===== config.mk =====
export PLATFORM = sky130hd
export DESIGN_NAME = pe_seq_ctrl
export DESIGN_NICKNAME = d
export VERILOG_FILES = /design/src/rtl/pe_seq_ctrl.sv
export SDC_FILE = /design/constraint.sdc
export NUM_CORES = 2
export LEC_CHECK = 0
export CORE_AREA = 2 2 426 428
export DETAILED_ROUTE_END_ITERATION = 6
export DIE_AREA = 0 0 428 430
export GPL_TIMING_DRIVEN = 1
export SLEW_MARGIN = 10
export SYNTH_ARGS = -nofsm -noshare
export SYNTH_HDL_FRONTEND = slang
export SYNTH_SLANG_ARGS = --single-unit
export TNS_END_PERCENT = 20

===== constraint.sdc =====
create_clock -name clk -period 30.5 [get_ports clk]
set_input_delay 3.05 -clock clk [delete_from_list [all_inputs] [get_ports clk]]
set_output_delay 3.05 -clock clk [all_outputs]
set_load 0.02 [all_outputs]

===== src/rtl/pe_seq_ctrl.sv =====
// Issue-side sequencer for PE_core: reads K weight/vector pairs from SRAM, aligns
// alu_start/cycle_num to the read data, then captures mul_outcome and offers it downstream.
module pe_seq_ctrl #(
    parameter int unsigned ARRAY_SIZE    = 16,
    parameter int unsigned OUTCOME_WIDTH = 32,
    parameter int unsigned K_ACCUM_DEPTH = 5,
    parameter int unsigned ADDR_W        = 10,
    parameter int unsigned PE_LAT        = 1
) (
    input  logic                                clk,
    input  logic                                rst,
    input  logic                                start,
    input  logic [8:0]                          k_len,
    input  logic [ADDR_W-1:0]                   w_base_addr,
    input  logic [ADDR_W-1:0]                   v_base_addr,
    output logic                                busy,
    output logic                                done,
    output logic                                sram_ren_w,
    output logic [ADDR_W-1:0]                   sram_raddr_w,
    output logic                                sram_ren_v,
    output logic [ADDR_W-1:0]                   sram_raddr_v,
    output logic                                alu_start,
    output logic [8:0]                          cycle_num,
    input  logic [ARRAY_SIZE*OUTCOME_WIDTH-1:0] mul_outcome,
    output logic                                result_valid,
    input  logic                                result_ready,
    output logic [ARRAY_SIZE*OUTCOME_WIDTH-1:0] result_data
);

    localparam int unsigned DATA_W = ARRAY_SIZE * OUTCOME_WIDTH;
    localparam int unsigned CNT_W  = 9;

    typedef enum logic [2:0] {
        IDLE  = 3'd0,
        READ  = 3'd1,
        ALIGN = 3'd2,
        DRAIN = 3'd3,
        OUT   = 3'd4
    } state_t;

    state_t              state, state_n;
    logic [CNT_W-1:0]    cnt, cnt_n;
    logic [CNT_W-1:0]    k_q, k_n;
    logic [ADDR_W-1:0]   w_base_q, w_base_n;
    logic [ADDR_W-1:0]   v_base_q, v_base_n;
    logic                busy_n, done_n;
    logic                ren_w_n, ren_v_n;
    logic [ADDR_W-1:0]   raddr_w_n, raddr_v_n;
    logic                alu_start_n;
    logic [8:0]          cycle_num_n;
    logic                result_valid_n;
    logic                capture_c;
    logic [CNT_W-1:0]    k_eff_c;

    assign k_eff_c = (k_len > CNT_W'(K_ACCUM_DEPTH)) ? CNT_W'(K_ACCUM_DEPTH) : k_len;

    // State and registered outputs
    always_ff @(posedge clk or posedge rst) begin
        if (rst) begin
            state        <= IDLE;
            cnt          <= '0;
            k_q          <= '0;
            w_base_q     <= '0;
            v_base_q     <= '0;
            busy         <= 1'b0;
            done         <= 1'b0;
            sram_ren_w   <= 1'b0;
            sram_raddr_w <= '0;
            sram_ren_v   <= 1'b0;
            sram_raddr_v <= '0;
            alu_start    <= 1'b0;
            cycle_num    <= '0;
            result_valid <= 1'b0;
            result_data  <= '0;
        end else begin
            state        <= state_n;
            cnt          <= cnt_n;
            k_q          <= k_n;
            w_base_q     <= w_base_n;
            v_base_q     <= v_base_n;
            busy         <= busy_n;
            done         <= done_n;
            sram_ren_w   <= ren_w_n;
            sram_raddr_w <= raddr_w_n;
            sram_ren_v   <= ren_v_n;
            sram_raddr_v <= raddr_v_n;
            alu_start    <= alu_start_n;
            cycle_num    <= cycle_num_n;
            result_valid <= result_valid_n;
            if (capture_c) begin
                result_data <= mul_outcome;
            end
        end
    end

    // Next-state and next-output logic
    always_comb begin
        state_n        = state;
        cnt_n          = cnt;
        k_n            = k_q;
        w_base_n       = w_base_q;
        v_base_n       = v_base_q;
        busy_n         = busy;
        done_n         = 1'b0;
        ren_w_n        = 1'b0;
        ren_v_n        = 1'b0;
        raddr_w_n      = sram_raddr_w;
        raddr_v_n      = sram_raddr_v;
        alu_start_n    = 1'b0;
        cycle_num_n    = '0;
        result_valid_n = result_valid;
        capture_c      = 1'b0;

        case (state)
            IDLE: begin
                busy_n         = 1'b0;
                result_valid_n = 1'b0;
                if (start) begin
                    if (k_eff_c != '0) begin
                        k_n       = k_eff_c;
                        w_base_n  = w_base_addr;
                        v_base_n  = v_base_addr;
                        cnt_n     = '0;
                        ren_w_n   = 1'b1;
                        ren_v_n   = 1'b1;
                        raddr_w_n = w_base_addr;
                        raddr_v_n = v_base_addr;
                        busy_n    = 1'b1;
                        state_n   = READ;
                    end else begin
                        done_n = 1'b1;
                    end
                end
            end
            READ: begin
                // Read data for step cnt arrives next cycle, so the step is issued then
                alu_start_n = 1'b1;
                cycle_num_n = cnt;
                if (cnt == k_q - CNT_W'(1)) begin
                    cnt_n   = '0;
                    state_n = ALIGN;
                end else begin
                    cnt_n     = cnt + CNT_W'(1);
                    ren_w_n   = 1'b1;
                    ren_v_n   = 1'b1;
                    raddr_w_n = w_base_q + ADDR_W'(cnt + CNT_W'(1));
                    raddr_v_n = v_base_q + ADDR_W'(cnt + CNT_W'(1));
                end
            end
            ALIGN: begin
                cnt_n   = '0;
                state_n = DRAIN;
            end
            DRAIN: begin
                if (cnt == CNT_W'(PE_LAT)) begin
                    capture_c      = 1'b1;
                    result_valid_n = 1'b1;
                    cnt_n          = '0;
                    state_n        = OUT;
                end else begin
                    cnt_n = cnt + CNT_W'(1);
                end
            end
            OUT: begin
                if (result_ready) begin
                    result_valid_n = 1'b0;
                    busy_n         = 1'b0;
                    done_n         = 1'b1;
                    state_n        = IDLE;
                end
            end
            default: begin
                state_n = IDLE;
            end
        endcase
    end

    logic unused_c;
    assign unused_c = ^{DATA_W};

endmodule


Word level (Yosys, flattened, before mapping). Index checks and enable logic that the tools add are counted.

Add/sub/neg operators: 5. Magnitude comparators: 1. Eq/ne operators: 12. Muxes and demuxes: 36. Reduce and logical (&&, ||, !) cells: 12.

Operators by type and width (count): 10-bit 2-to-1 mux (6); 9-bit 2-to-1 mux (6); 10-bit case mux with 2 select lines (2); 9-bit case mux with 4 select lines (1); 10-bit adder (2); 3-bit 2-to-1 mux (5); 3-bit case mux with 5 select lines (1); 2-bit inequality test, second input constant (6); 1-bit 2-to-1 mux (11); 9-bit by 1-bit adder with 10-bit output, second input constant (1); 9-bit by 1-bit adder with 9-bit output, second input constant (1); 9-bit by 1-bit equality test with 1-bit output, second input constant (1); 9-bit equality test (1); 9-bit by 3-bit greater-than comparator with 1-bit output, second input constant (1); 3-bit AND reduction (3); 9-bit nonzero test (1); 9-bit by 1-bit subtractor with 9-bit output, second input constant (1); 3-bit by 2-bit equality test with 1-bit output, second input constant (2); 1-bit case mux with 2 select lines (3); 5-bit AND reduction (1); 4-bit AND reduction (1); 2-bit nonzero test (2); 4-bit nonzero test (1); 3-bit by 1-bit equality test with 1-bit output, second input constant (1); other kinds (5) (5).

Register bits after elaboration: 587. Input port bits: 545. Output and inout bits: 547. Word-level logic and storage cells: 80.

Depth between registers and ports, before layout.
Word-level depth: 6. Depth in mapped cells: 12. Gate-level depth less buffers: 12.

Worst setup path before layout. OpenSTA, ideal clock, no wires.

Kind: in2reg. Start point: input port k_len[8]. End point: register v_base_q[0]. Setup time: 0.125 ns. Arrival time: 4.588 ns. Required time: 30.375 ns. Slack: 25.787 ns. Cell stages on the path: 8. Buffers on the path: 2. Path through: nor4_1 > nand2_1 > nor2_1 > nand2_1 > and3_1 > clkbuf_1 > clkbuf_1 > mux2_2.

Longest elaborated chain between the ends: 4.

Ends and longest elaborated chain: start: declaration (RTL line 13) `input logic [8:0] k_len,`; 9-bit by 3-bit greater-than comparator with 1-bit output (RTL line 55) `assign k_eff_c = (k_len > CNT_W'(K_ACCUM_DEPTH)) ? CNT_W'(K_ACCUM_DEPTH) : k_len;`; 9-bit 2-to-1 mux * (RTL line 55); 9-bit nonzero test * (RTL line 119) `if (k_eff_c != '0) begin`; 3-bit AND reduction (no source line) *; end signal: assignment (RTL line 80) `v_base_q <= v_base_n;`; end: declaration (RTL line 45) `logic [ADDR_W-1:0] v_base_q, v_base_n;`.

Mark *: on every way between the ends. The rest lies on a longest branch, timed or not. A chain may end at the register's enable or synchronous reset.

==> key figures <==
Pwr
  – Sequential cell fraction of total power: 0.418
  – Switching part of the total: 0.2658
  – Relative contribution of combinational cells to total power: 0.135
  – Psw: 0.5267 mW
  – Peak VDD IR: 0.03084 mV
  – Internal power of the cells: 1.455 mW
  – Leak Pwr: 17.14 nW
  – Power per Cell Area: 50.43 mW/mm^2
  – Overall Power: 1.982 mW
  – Proportion of power drawn by the clock network: 0.448

STA
  – Final count of negative-setup-slack endpoints: 0
  – Clock Skews: 29.68 ps
  – Post-Route Setup TNS: 0 ps
  – Unrepaired setup endpoints after global routing: false
  – Measured slew at the worst slew-check pin: 1085 ps
  – Worst Slack Setup Final: 24200 ps
  – Clock period minus final worst setup slack: 6296 ps
  – Count of endpoints failing hold in the final timing report: 0
  – Max Freq: 0.1588 GHz
  – Final Slew Violations: 0
  – Final critical-path share of the clock period: 0.2064
  – Headroom to the max-slew limit: 0.2766

Critical path
  – Crit path kind: in -> async
  – Startpoint Class: input port
  – Worst setup path start: rst
  – Reg-to-Reg Start: cnt[5]
  – Critical Path Sink: result_data[53]
  – Data required time at the worst endpoint: 31200 ps
  – Cells along the critical path: clkdlybuf4s50_1, inv_8, buf_4, buf_4, buf_4, buf_4
  – Data arrival time of the critical path: 7000 ps
  – Most frequent CP cell: sky130_fd_sc_hd__buf_4
  – Slowest stage delay, CP: 750 ps
  – Critical path fanouts, max: 78
  – Endpoint kind of the worst setup timing path: asynchronous set/reset pin
  – Slowest stage cell on the critical path: sky130_fd_sc_hd__buf_4
  – Reg2Reg Setup Slack: 25860 ps
  – Crit Reg-Reg Endpoint: result_data[494]
  – Depth of the worst register-to-register path: 7

CTS
  – Library cell used as clock root buffer: sky130_fd_sc_hd__clkbuf_16
  – Clk Latency, worst-skew pair: 690 ps
  – Hold bufs inserted after CTS: 0
  – Num CTS Buffers: 76
  – Post-CTS setup buffers: 0
  – TritonCTS clock tree: built
  – Clock sink count: 587
  – CTS clock-pin slew for the worst setup and hold paths: 50 ps
  – H-tree levels: 3
  – Clock tree buffer depth: 3
  – Post-cts sizing count: 0

Yosys
  – Part of the Yosys area used for sequential elements: 0.6335
  – Commonest cells in the netlist: sky130_fd_sc_hd__dfrtp_1, sky130_fd_sc_hd__mux2_2, sky130_fd_sc_hd__buf_2, sky130_fd_sc_hd__nand2_1, sky130_fd_sc_hd__nor2_1
  – Cell types occupying the most area after synthesis: sky130_fd_sc_hd__dfrtp_1, sky130_fd_sc_hd__mux2_2, sky130_fd_sc_hd__buf_2
  – Number of enable-type register cells in the synthesized netlist: 0
  – Synth Warn #: 0
  – Post-synthesis area per instance: 15.26 sq um
  – Fraction of registers with async set or reset after synthesis: 1.000
  – Netlist area before placement: 0.02319 sq mm
  – Most used flip-flop cell after synthesis: sky130_fd_sc_hd__dfrtp_1
  – Cell count after synthesis: 1519
  – Net count of the mapped netlist: 2087
  – Cell taking the most area after synthesis: sky130_fd_sc_hd__dfrtp_1
  – Leading cell type by number of instances after synthesis: sky130_fd_sc_hd__dfrtp_1
  – Area share of the largest cell type after synthesis: 0.6335
  – Flops & latches, synth: 587
  – Unique cell type count in the Yosys netlist: 57

Die
  – Cell Rows: 156
  – Initial core utilization: 0.1290
  – I/O pins: 1092
  – Chip width: 428 microns
  – Core outline area: 0.1798 sq mm
  – Floorplan die height: 430 microns
  – Die area: 0.1840 sq mm

Global route
  – Sum of overflow across all layers after global routing: 0
  – Wire length of the first global-routing pass: 162.6 mm
  – Total global-route track usage: 0.1291
  – Pin count of the biggest net entering global routing: 154
  – Initial antenna violation count: 66
  – Via count of the first global-routing pass: 18270

Placed design
  – Number of buffers added on ports: 1091
  – Estimated wirelength of the detail-placed design: 100.7 mm
  – Final weighted congestion of routability-driven global placement: 0.8741
  – Pre-CTS worst setup slack: 23300 ps

Worst hold path
  – Instance count along the most critical hold path: 1
  – HP Start: busy
  – Class of the worst hold path: reg -> reg

Detailed routing
  – WL final: 122.5 mm
  – Residual DRC: 0
  – Mean routed wirelength per cell: 24.23 microns
  – Via count: 17390
  – Number of routed nets with antenna violations: 0
  – Pre-antenna DRT Iters: 5
  – Post-detailed-route via-to-cell ratio: 3.438
  – DRC marker count from the first detailed-route iteration: 723

Layout
  – Post-Route Utilization: 0.2186
  – Layout cell share with drive strength beyond 1: 0.2577
  – Synth-to-layout area growth: 69.45%
  – Net count of the finished layout: 3198

Flow run
  – Max-cap viol count: 0

Run status
  – Result of the run: completed
-- critical path, delay by kind of cell --
family / cells / cell delay, ps
buffers and inverters: 6 / 3680
-- cell families after synthesis --
logic type / synth area share
flip-flops: 0.6335
multiplexers: 0.2619
AND/OR/NAND/NOR: 0.03518
buffers and inverters: 0.01959
AO/OA/AOI/OAI: 0.02536
XOR/XNOR: 0.01095
adder cells (fa/ha/maj): 0.01349
-- final cells by class --
type                    instances  area, sq um
multi-input cells             837         8073
clock buffers                 103         2095
diodes                          3        7.507
flip-flops and latches        587        14690
inverters                      16        67.56
fillers                     19140       140500
well taps                    2370         2965
clock inverters                30        302.8
repair buffers               1112        11090
-- power by group through the flow --
stage | combinational, mW | clock, mW | sequential [mW]
after floorplan | 0.113 | 0 | 0.850
after global placement | 0.267 | 0 | 0.841
after detailed placement | 0.270 | 0 | 0.842
after CTS | 0.271 | 0.931 | 0.828
after global routing | 0.290 | 0.955 | 0.831
final | 0.267 | 0.887 | 0.828
-- cell usage in the layout, fill, tap and decap left out, types with 4 or more instances in the layout --
master,count
sky130_fd_sc_hd__a21o_1,7
sky130_fd_sc_hd__a21oi_1,8
sky130_fd_sc_hd__a31oi_1,7
sky130_fd_sc_hd__a31oi_2,9
sky130_fd_sc_hd__and2_1,8
sky130_fd_sc_hd__buf_4,20
sky130_fd_sc_hd__clkbuf_1,19
sky130_fd_sc_hd__clkbuf_16,77
sky130_fd_sc_hd__clkbuf_8,7
sky130_fd_sc_hd__clkdlybuf4s50_1,1091
sky130_fd_sc_hd__clkinv_2,13
sky130_fd_sc_hd__clkinvlp_4,5
sky130_fd_sc_hd__dfrtp_1,587
sky130_fd_sc_hd__ha_1,21
sky130_fd_sc_hd__inv_1,15
sky130_fd_sc_hd__mux2_2,534
sky130_fd_sc_hd__mux2_4,4
sky130_fd_sc_hd__nand2_1,55
sky130_fd_sc_hd__nand3_1,14
sky130_fd_sc_hd__nor2_1,26
sky130_fd_sc_hd__nor2b_1,11
sky130_fd_sc_hd__nor3_1,25
sky130_fd_sc_hd__o211ai_1,4
sky130_fd_sc_hd__o21ai_0,16
sky130_fd_sc_hd__o22ai_1,4
sky130_fd_sc_hd__o41ai_1,4
sky130_fd_sc_hd__or3_1,5
sky130_fd_sc_hd__xnor2_1,17
sky130_fd_sc_hd__xor2_1,12
-- metrics by stage --
stage | hold slack (ps) | instances | instance area, sq um
global route | 512.0 | 5057 | 39290
global placement | 462.0 | 4922 | 36880
floorplan | 484.9 | 1519 | 23190
CTS | 490.5 | 5055 | 39280
detailed placement | 477.6 | 4922 | 36880
finish | 487.9 | 5058 | 39290
-- layer usage --
metal	global-route usage	wire (microns)
met1	0.1327	43380
met4	0.04180	3664
met3	0.08955	18630
met2	0.2080	56850
met5	0	11
-- flip-flops by register name (all words and copies together) (netlist names), 3 cells and up --
| name | cells |
|---|---|
| state | 3 |
| cycle_num | 9 |
| w_base_q | 10 |
| sram_raddr_w | 10 |
| k_q | 9 |
| sram_raddr_v | 10 |
| v_base_q | 10 |
| cnt | 9 |
| result_data | 512 |
-- worst min-delay path by stage --
| stage | endpoint | slack, ps |
|---|---|---|
| CTS | busy | 490 |
| detailed placement | busy | 480 |
| finish | busy | 490 |
| global placement | result_valid | 460 |
| floorplan | k_q[8] | 480 |
| global route | result_data[265] | 510 |
Power figures use the tool's default switching activity.
